<file path="config.mk">
export PLATFORM = sky130hd
export DESIGN_NAME = uart_frame_parser
export DESIGN_NICKNAME = d
export VERILOG_FILES = /design/src/rtl/uart_frame_parser.sv
export SDC_FILE = /design/constraint.sdc
export NUM_CORES = 1
export LEC_CHECK = 0
export ABC_CLOCK_PERIOD_IN_PS = 4200
export CELL_PAD_IN_SITES_DETAIL_PLACEMENT = 1
export CELL_PAD_IN_SITES_GLOBAL_PLACEMENT = 1
export CORE_MARGIN = 8
export CORE_UTILIZATION = 50
export DETAILED_ROUTE_END_ITERATION = 8
export GPL_TIMING_DRIVEN = 1
export PLACE_DENSITY_LB_ADDON = 0.1
export RECOVER_POWER = 25
export SKIP_LAST_GASP = 1
export SLEW_MARGIN = 20
export SYNTH_ARGS = -nofsm -noshare
export SYNTH_HDL_FRONTEND = slang
export SYNTH_SLANG_ARGS = --single-unit
</file>
<file path="constraint.sdc">
create_clock -name clk -period 4.2 [get_ports clk]
set_input_delay 0.42 -clock clk [delete_from_list [all_inputs] [get_ports clk]]
set_output_delay 0.42 -clock clk [all_outputs]
set_load 0.05 [all_outputs]
</file>
<file path="src/rtl/uart_frame_parser.sv">
// Framing stage behind the UART RX FIFO: hunts for SOF, collects a length-prefixed
// payload with an additive checksum, and replays validated payloads as a valid/ready stream.
module uart_frame_parser #(
  parameter logic [7:0]  SOF     = 8'hA5,
  parameter int unsigned MAX_LEN = 16
) (
  input  logic       clk,
  input  logic       reset,
  input  logic       fifo_empty,
  output logic       fifo_rd_en,
  input  logic [7:0] fifo_rd_data,
  output logic [7:0] out_data,
  output logic       out_valid,
  output logic       out_last,
  input  logic       out_ready,
  output logic       frame_ok,
  output logic       err_chk,
  output logic       err_len
);

  localparam int LW = $clog2(MAX_LEN + 1);
  localparam int IW = (MAX_LEN > 1) ? $clog2(MAX_LEN) : 1;

  typedef enum logic [2:0] {
    S_HUNT,
    S_LEN,
    S_PAYLOAD,
    S_CHK,
    S_DRAIN
  } state_t;

  state_t        state, state_next;
  logic          pending;
  logic [LW-1:0] len, len_next;
  logic [LW-1:0] idx, idx_next;
  logic [LW-1:0] rd_idx, rd_idx_next;
  logic [7:0]    sum, sum_next;
  logic          frame_ok_next, err_chk_next, err_len_next;
  logic          buf_we;
  logic          len_bad;
  logic          drain_last;
  logic [7:0]    payload_buf [MAX_LEN];

  // A byte is consumed exactly one cycle after its read strobe, so pending doubles as the consume flag.
  assign fifo_rd_en = !reset && !fifo_empty && !pending && (state != S_DRAIN);
  assign len_bad    = (fifo_rd_data == 8'h00) || ({24'h0, fifo_rd_data} > MAX_LEN);
  assign drain_last = ((rd_idx + LW'(1)) == len);

  assign out_valid = (state == S_DRAIN);
  assign out_last  = out_valid && drain_last;
  assign out_data  = out_valid ? payload_buf[rd_idx[IW-1:0]] : 8'h00;

  always_comb begin
    state_next    = state;
    len_next      = len;
    idx_next      = idx;
    rd_idx_next   = rd_idx;
    sum_next      = sum;
    frame_ok_next = 1'b0;
    err_chk_next  = 1'b0;
    err_len_next  = 1'b0;
    buf_we        = 1'b0;
    case (state)
      S_HUNT: begin
        if (pending && fifo_rd_data == SOF) state_next = S_LEN;
      end
      S_LEN: begin
        if (pending) begin
          if (len_bad) begin
            err_len_next = 1'b1;
            state_next   = S_HUNT;
          end else begin
            len_next   = fifo_rd_data[LW-1:0];
            sum_next   = fifo_rd_data;
            idx_next   = '0;
            state_next = S_PAYLOAD;
          end
        end
      end
      // SOF bytes inside the payload are plain data; no resync here.
      S_PAYLOAD: begin
        if (pending) begin
          buf_we   = 1'b1;
          sum_next = sum + fifo_rd_data;
          idx_next = idx + LW'(1);
          if ((idx + LW'(1)) == len) state_next = S_CHK;
        end
      end
      S_CHK: begin
        if (pending) begin
          if (fifo_rd_data == sum) begin
            frame_ok_next = 1'b1;
            rd_idx_next   = '0;
            state_next    = S_DRAIN;
          end else begin
            err_chk_next = 1'b1;
            state_next   = S_HUNT;
          end
        end
      end
      S_DRAIN: begin
        if (out_ready) begin
          rd_idx_next = rd_idx + LW'(1);
          if (drain_last) state_next = S_HUNT;
        end
      end
      default: state_next = S_HUNT;
    endcase
  end

  always_ff @(posedge clk or posedge reset) begin
    if (reset) begin
      state    <= S_HUNT;
      pending  <= 1'b0;
      len      <= '0;
      idx      <= '0;
      rd_idx   <= '0;
      sum      <= 8'h00;
      frame_ok <= 1'b0;
      err_chk  <= 1'b0;
      err_len  <= 1'b0;
    end else begin
      state    <= state_next;
      pending  <= fifo_rd_en;
      len      <= len_next;
      idx      <= idx_next;
      rd_idx   <= rd_idx_next;
      sum      <= sum_next;
      frame_ok <= frame_ok_next;
      err_chk  <= err_chk_next;
      err_len  <= err_len_next;
    end
  end

  // Payload storage needs no reset; out_data is masked outside DRAIN.
  always_ff @(posedge clk) begin
    if (buf_we) payload_buf[idx[IW-1:0]] <= fifo_rd_data;
  end

endmodule

</file>
==> results of run 1 <==
## per-layer routing
metal	vias to the layer above	wire [um]	GRT usage (%)
met5	-	0	0
met2	70	8272	31.95
met1	2034	7284	25.25
met3	18	555	4.001
met4	0	158	5.178
li1	1689	-	-
## worst reg2reg max path, stage by stage (launching register included)
cell	delay [ns]
dfrtp_1	0.46
nor3b_1	0.21
buf_4	0.24
nand2_1	0.27
nor3b_1	0.41
and2_1	0.58
## state kept, by name, summed over array words and instances, names as in the netlist
name / cells
len: 5
state: 3
payload_buf: 128
err_chk: 1
rd_idx: 5
pending: 1
err_len: 1
frame_ok: 1
idx: 5
sum: 8
## cells in the final DEF (no fill, tap or decap), types with 4 or more instances in the layout
cell               n
nor3b_1            6
xor2_1             4
nor4_1             4
clkbuf_1           6
nor3_1             6
nand2_1           19
xnor2_1           13
clkdlybuf4s50_1   19
inv_1              8
buf_4              8
mux2_2             5
dlygate4sd3_1      6
clkbuf_16         17
bufinv_16          6
nor2_1             8
clkbuf_8           4
o21ai_0           17
a21o_1             4
mux4_2            25
and2_1            22
mux4_1            15
dfrtp_1           29
mux2i_1            4
nand3_1            8
edfxtp_1         128
and3_1             7
ha_1              12
## kinds of logic (layout without fill, tap and decap cells)
family	after synthesis	count (layout)	synth area share, %
flip-flops	158	158	65.90
AO/OA/AOI/OAI	44	44	4.164
multiplexers	49	49	15.11
adder cells (fa/ha/maj)	13	13	2.441
buffers and inverters	25	78	1.866
AND/OR/NAND/NOR	96	96	7.717
XOR/XNOR	19	19	2.800
## synth_stat cells, types with 3 or more instances
cell type  count
xnor2_1       13
xor2_1         4
clkbuf_1      11
edfxtp_1     128
ha_1          12
mux2i_1        4
nor4_1         4
and3_1         7
and2_1        22
a21o_1         4
dfrtp_1       30
mux2_2         5
a31oi_1        3
mux4_1        15
o21ai_0       17
nor3_1         6
nor3b_1        7
mux4_2        25
inv_1          8
nand3b_1       3
nor2b_1        3
nand2_1       19
buf_6          3
nor2_1         8
nand3_1        8
a21oi_1        3
## through the flow
stage / power (uW) / std cells / setup slack, ns / cell area, um^2 / hold slack [ns]
3_3_place_gp: 2468 / 605 / 1.039 / 7451 / 0.4678
3_5_place_dp: 2496 / 605 / 0.9974 / 7451 / 0.4762
6_report: 4235 / 637 / 0.6005 / 8123 / 0.4153
4_1_cts: 4272 / 637 / 0.5363 / 8142 / 0.2780
5_1_grt: 4403 / 637 / 0.4850 / 8123 / 0.4229
2_1_floorplan: 2307 / 404 / 1.256 / 6972 / 0.4538
## how the worst max path moves through the flow
stage / slack, ns / from / end / cells past startpoint
after floorplan: 1.26 / state[2] / fifo_rd_en / 3
after global placement: 1.04 / rd_idx[0] / out_data[1] / 5
after detailed placement: 1.0 / rd_idx[0] / out_data[2] / 5
after CTS: 0.54 / rd_idx[0] / out_data[2] / 5
after global routing: 0.49 / rd_idx[0] / out_data[7] / 5
final: 0.60 / rd_idx[0] / out_data[2] / 5
## power by group
part           switching, uW  leakage [uW]  total (uW)  internal (uW)
logic                    331       0.00101         593            263
clock network            593      0.000337        1770           1180
registers               92.7       0.00154        1870           1780
## final cells by class
| type | count | area (um^2) | area share [%] |
|---|---|---|---|
| multi-input cells | 221 | 2252 | 27.73 |
| clock inverters | 10 | 206.4 | 2.542 |
| well taps | 180 | 225.2 | 2.773 |
| repair buffers | 38 | 329.1 | 4.051 |
| inverters | 8 | 30.03 | 0.3697 |
| clock buffers | 22 | 484.2 | 5.961 |
| flip-flops and latches | 158 | 4596 | 56.58 |
==> flow_metrics.env, run 1 <==
export IMPL_overflow=0
export IMPL_setup_violations=0
export IMPL_rrSetupSlack_ns=1.66
export IMPL_crit_path_top_delay_cell="clkdlybuf4s50_1"
export IMPL_r2r_end="payload_buf[5][4]"
export IMPL_fin_setup_tns_ns=0
export IMPL_routed_via_density=5.983
export IMPL_io_pins=26
export IMPL_clkTransAtPathRegs_ns=0.06
export IMPL_ys_flop_type="edfxtp_1"
export IMPL_insertion_delay_ns=0.42
export IMPL_ys_top_cells_by_area="edfxtp_1, dfrtp_1, mux4_2, mux4_1, ha_1"
export IMPL_rsz0062_at_grt="no"
export IMPL_hold_violations=0
export IMPL_grt_max_degree=36
export IMPL_slew_headroom_pct=26.89
export IMPL_hold_class="primary input to async pin"
export IMPL_synth_top_area_cell="edfxtp_1"
export IMPL_worstPathArrival_ns=3.18
export IMPL_synthArstFlopShare_pct=18.99
export IMPL_grt_pass1_wl_mm=25.29
export IMPL_drc_errors=0
export IMPL_postCtsSetupBuffers=0
export IMPL_drv_cap=0
export IMPL_htree_num_levels=4
export IMPL_grt_pass1_vias=4082
export IMPL_ir_drop_mv=0.3148
export IMPL_coreArea_um2=13770
export IMPL_r2r_cells=5
export IMPL_yosysUniqueCellTypes=51
export IMPL_die_area_um2=17980
export IMPL_hold_buffers=0
export IMPL_synth_seq_cells=158
export IMPL_gp_congestion=0.7609
export IMPL_power_density_nw_per_um2=521.4
export IMPL_grt_usage_pct=19.24
export IMPL_fin_crit_ns=3.599
export IMPL_endpoint_kind="output pin"
export IMPL_port_buffers=25
export IMPL_p_leak_uw=0.002886
export IMPL_fill_cells=1266
export IMPL_die_y_um=134.1
export IMPL_worst_path_buf_inv=2
export IMPL_drive_gt1_share_pct=15.97
export IMPL_synth_edf_count=128
export IMPL_dr_pass1_iters=5
export IMPL_crit_type="register to output pin"
export IMPL_syn_area_um2=6972
export IMPL_start_util_pct=50.62
export IMPL_vias=3811
export IMPL_path_cells="buf_4 -> mux4_2 -> mux4_2 -> and2_1 -> clkdlybuf4s50_1"
export IMPL_max_stage_delay_ns=0.69
export IMPL_drv_slew=0
export IMPL_crit_family="multiplexers"
export IMPL_yosysWarnings=0
export IMPL_synthesis_nets=429
export IMPL_fin_skew_ns=0.007912
export IMPL_fin_util_pct=58.98
export IMPL_ctsLongestPathBuffers=2
export IMPL_avgSynthCellArea_um2=17.26
export IMPL_tritoncts="yes"
export IMPL_numCtsBuffers=17
export IMPL_syn_inst=404
export IMPL_rows=43
export IMPL_dieWidth_um=134.1
export IMPL_post_drt_wl_per_cell_um=25.54
export IMPL_drtIter0Drc=315
export IMPL_status="complete, no violations"
export IMPL_clock_sinks=158
export IMPL_hpwl_mm=10.62
export IMPL_cp_max_fo=16
export IMPL_ctsRootBufferMaster="clkbuf_16"
export IMPL_required_ns=3.78
export IMPL_rr_startpoint="state[1]"
export IMPL_fmax_mhz=277.8
export IMPL_crit_path_frequent_cell="mux4_2"
export IMPL_antenna_found_initial=0
export IMPL_yosysSeqAreaShare_pct=65.90
export IMPL_synth_top_area_share_pct=55.13
export IMPL_cts_repair_resized=0
export IMPL_tightest_slew_ns=1.097
export IMPL_totalWireLength_mm=16.27
export IMPL_crit_path_start_kind="register"
export IMPL_final_nets=469
export IMPL_diodes=0
export IMPL_area_growth_pct=16.51
export IMPL_antenna_left=0
export IMPL_fin_crit_sh_pct=85.70
Note: power is estimated with default switching activity, not from simulation.
==> inputs of run 2 (changes only) <==
--- a/config.mk
+++ b/config.mk
@@ -13,7 +13,7 @@
 export DETAILED_ROUTE_END_ITERATION = 8
 export GPL_TIMING_DRIVEN = 1
 export PLACE_DENSITY_LB_ADDON = 0.1
-export RECOVER_POWER = 25
+export RECOVER_POWER = 50
 export SKIP_LAST_GASP = 1
 export SLEW_MARGIN = 20
 export SYNTH_ARGS = -nofsm -noshare
==> run 2 against run 1 <==
Compared with the run above: combinational power about the same; critical path depth unchanged; sequential share of layout area increased by 0.10 points; register-to-register slack got worse by 0.02 ns; critical path type unchanged; power about the same; die area is the same; count of clock-buffer cells in the layout did not move; sequential cell count unchanged; hold slack lost 0.011 ns.
==> flow_metrics.env, run 2 (synthesis results as in run 1) <==
export IMPL_status="complete, no violations"
export IMPL_fmax_mhz=277.1
export IMPL_rsz0062_at_grt="no"
export IMPL_final_cell_area_um2=8108
export IMPL_drive_gt1_share_pct=15.10
export IMPL_power_density_nw_per_um2=522.8
export IMPL_io_pins=26
export IMPL_gp_congestion=0.7609
export IMPL_hold_buffers=0
export IMPL_power_total_uw=4239
export IMPL_die_y_um=134.1
export IMPL_endpoint_kind="output pin"
export IMPL_final_common_cell="edfxtp_1"
export IMPL_ir_drop_mv=0.3183
export IMPL_antenna_left=0
export IMPL_rrSetupSlack_ns=1.64
export IMPL_diodes=0
export IMPL_drv_slew=0
export IMPL_multiInputGateArea_um2=2252
export IMPL_numCtsBuffers=17
export IMPL_final_nets=469
export IMPL_rows=43
export IMPL_die_area_um2=17980
export IMPL_hold_violations=0
export IMPL_totalWireLength_mm=16.34
export IMPL_final_cells=637
export IMPL_insertion_delay_ns=0.42
export IMPL_clkTransAtPathRegs_ns=0.06
export IMPL_drv_cap=0
export IMPL_crit_path_start="rd_idx[0]"
export IMPL_post_drt_wl_per_cell_um=25.66
export IMPL_r2r_cells=5
export IMPL_rr_startpoint="state[1]"
export IMPL_vias=3821
export IMPL_ctsRootBufferMaster="clkbuf_16"
export IMPL_area_growth_pct=16.30
export IMPL_fin_skew_ns=0.01015
export IMPL_grt_pass1_wl_mm=25.29
export IMPL_slew_headroom_pct=6.291
export IMPL_ctsLongestPathBuffers=2
export IMPL_worstPathArrival_ns=3.19
export IMPL_cts_repair_resized=0
export IMPL_hold_class="primary input to async pin"
export IMPL_drtIter0Drc=291
export IMPL_dr_pass1_iters=5
export IMPL_port_buffers=25
export IMPL_start_util_pct=50.62
export IMPL_routed_via_density=5.998
export IMPL_clock_sinks=158
export IMPL_tritoncts="yes"
export IMPL_p_leak_uw=0.002884
export IMPL_final_cell_mix="edfxtp_1, dfrtp_1, mux4_2"
export IMPL_hpwl_mm=10.62
export IMPL_placed_area_um2=7451
export IMPL_grt_pass1_vias=4082
export IMPL_antenna_found_initial=0
export IMPL_setup_violations=0
export IMPL_cp_endpoint="out_data[2]"
export IMPL_dieWidth_um=134.1
export IMPL_required_ns=3.78
export IMPL_fin_crit_ns=3.609
export IMPL_overflow=0
export IMPL_crit_path_start_kind="register"
export IMPL_tightest_slew_ns=1.406
export IMPL_cp_max_fo=16
export IMPL_fin_crit_sh_pct=85.93
export IMPL_fill_cells=1269
export IMPL_placedCellCount=605
export IMPL_r2r_end="payload_buf[4][4]"
export IMPL_grt_max_degree=36
export IMPL_grt_usage_pct=19.24
export IMPL_largest_reg_flops=128
export IMPL_fin_setup_tns_ns=0
export IMPL_whs_ns=0.4048
export IMPL_crit_type="register to output pin"
export IMPL_postCtsSetupBuffers=0
export IMPL_regArea_um2=4596
export IMPL_coreArea_um2=13770
export IMPL_htree_num_levels=4
export IMPL_drc_errors=0
==> run 2: worst min-delay path by stage <==
stage / start / end / slack, ns / depth (start not counted)
detailed placement: sum[0] / sum[0] / 0.48 / 2
CTS: reset / rd_idx[3] / 0.28 / 2
global placement: sum[2] / sum[2] / 0.47 / 2
global route: reset / rd_idx[4] / 0.42 / 2
floorplan: sum[0] / sum[0] / 0.45 / 2
finish: reset / rd_idx[4] / 0.40 / 2
==> run 2: cell type report <==
type,count,share of cell area (%)
flip-flops and latches,158,56.68
multi-input cells,221,27.78
clock buffers,22,5.972
repair buffers,38,3.873
well taps,180,2.778
clock inverters,10,2.546
inverters,8,0.3704
==> run 2: power by group <==
| group | leakage (uW) | switching [uW] | internal, uW | total [uW] |
|---|---|---|---|---|
| Combinational | 0.00100 | 333 | 259 | 593 |
| Sequential | 0.00154 | 93.4 | 1780 | 1870 |
| Clock | 0.000337 | 597 | 1180 | 1780 |
| Total | 0.00288 | 1020 | 3220 | 4240 |
==> run 2: per-stage QoR <==
stage,util (%),setup WS (ns)
after global placement,54.10,1.039
after CTS,59.11,0.5363
after detailed placement,54.10,0.9974
after global routing,58.87,0.4850
after floorplan,-,1.256
final,58.87,0.5908
==> run 2: per-layer routing <==
layer | global-route usage (%) | vias up | wire length (um) | share of wire [%]
li1 | - | 1689 | - | -
met1 | 25.25 | 2036 | 7224 | 44
met2 | 31.95 | 82 | 8368 | 51
met3 | 4.001 | 14 | 610 | 3.7
met4 | 5.178 | 0 | 140 | 0.86
met5 | 0 | - | 0 | 0
==> run 2: worst max-delay path: stages, from the launching register on <==
cell	delay (ns)
dfrtp_2	0.47
buf_4	0.35
mux4_2	0.58
mux4_2	0.48
and2_1	0.17
clkdlybuf4s50_1	0.69
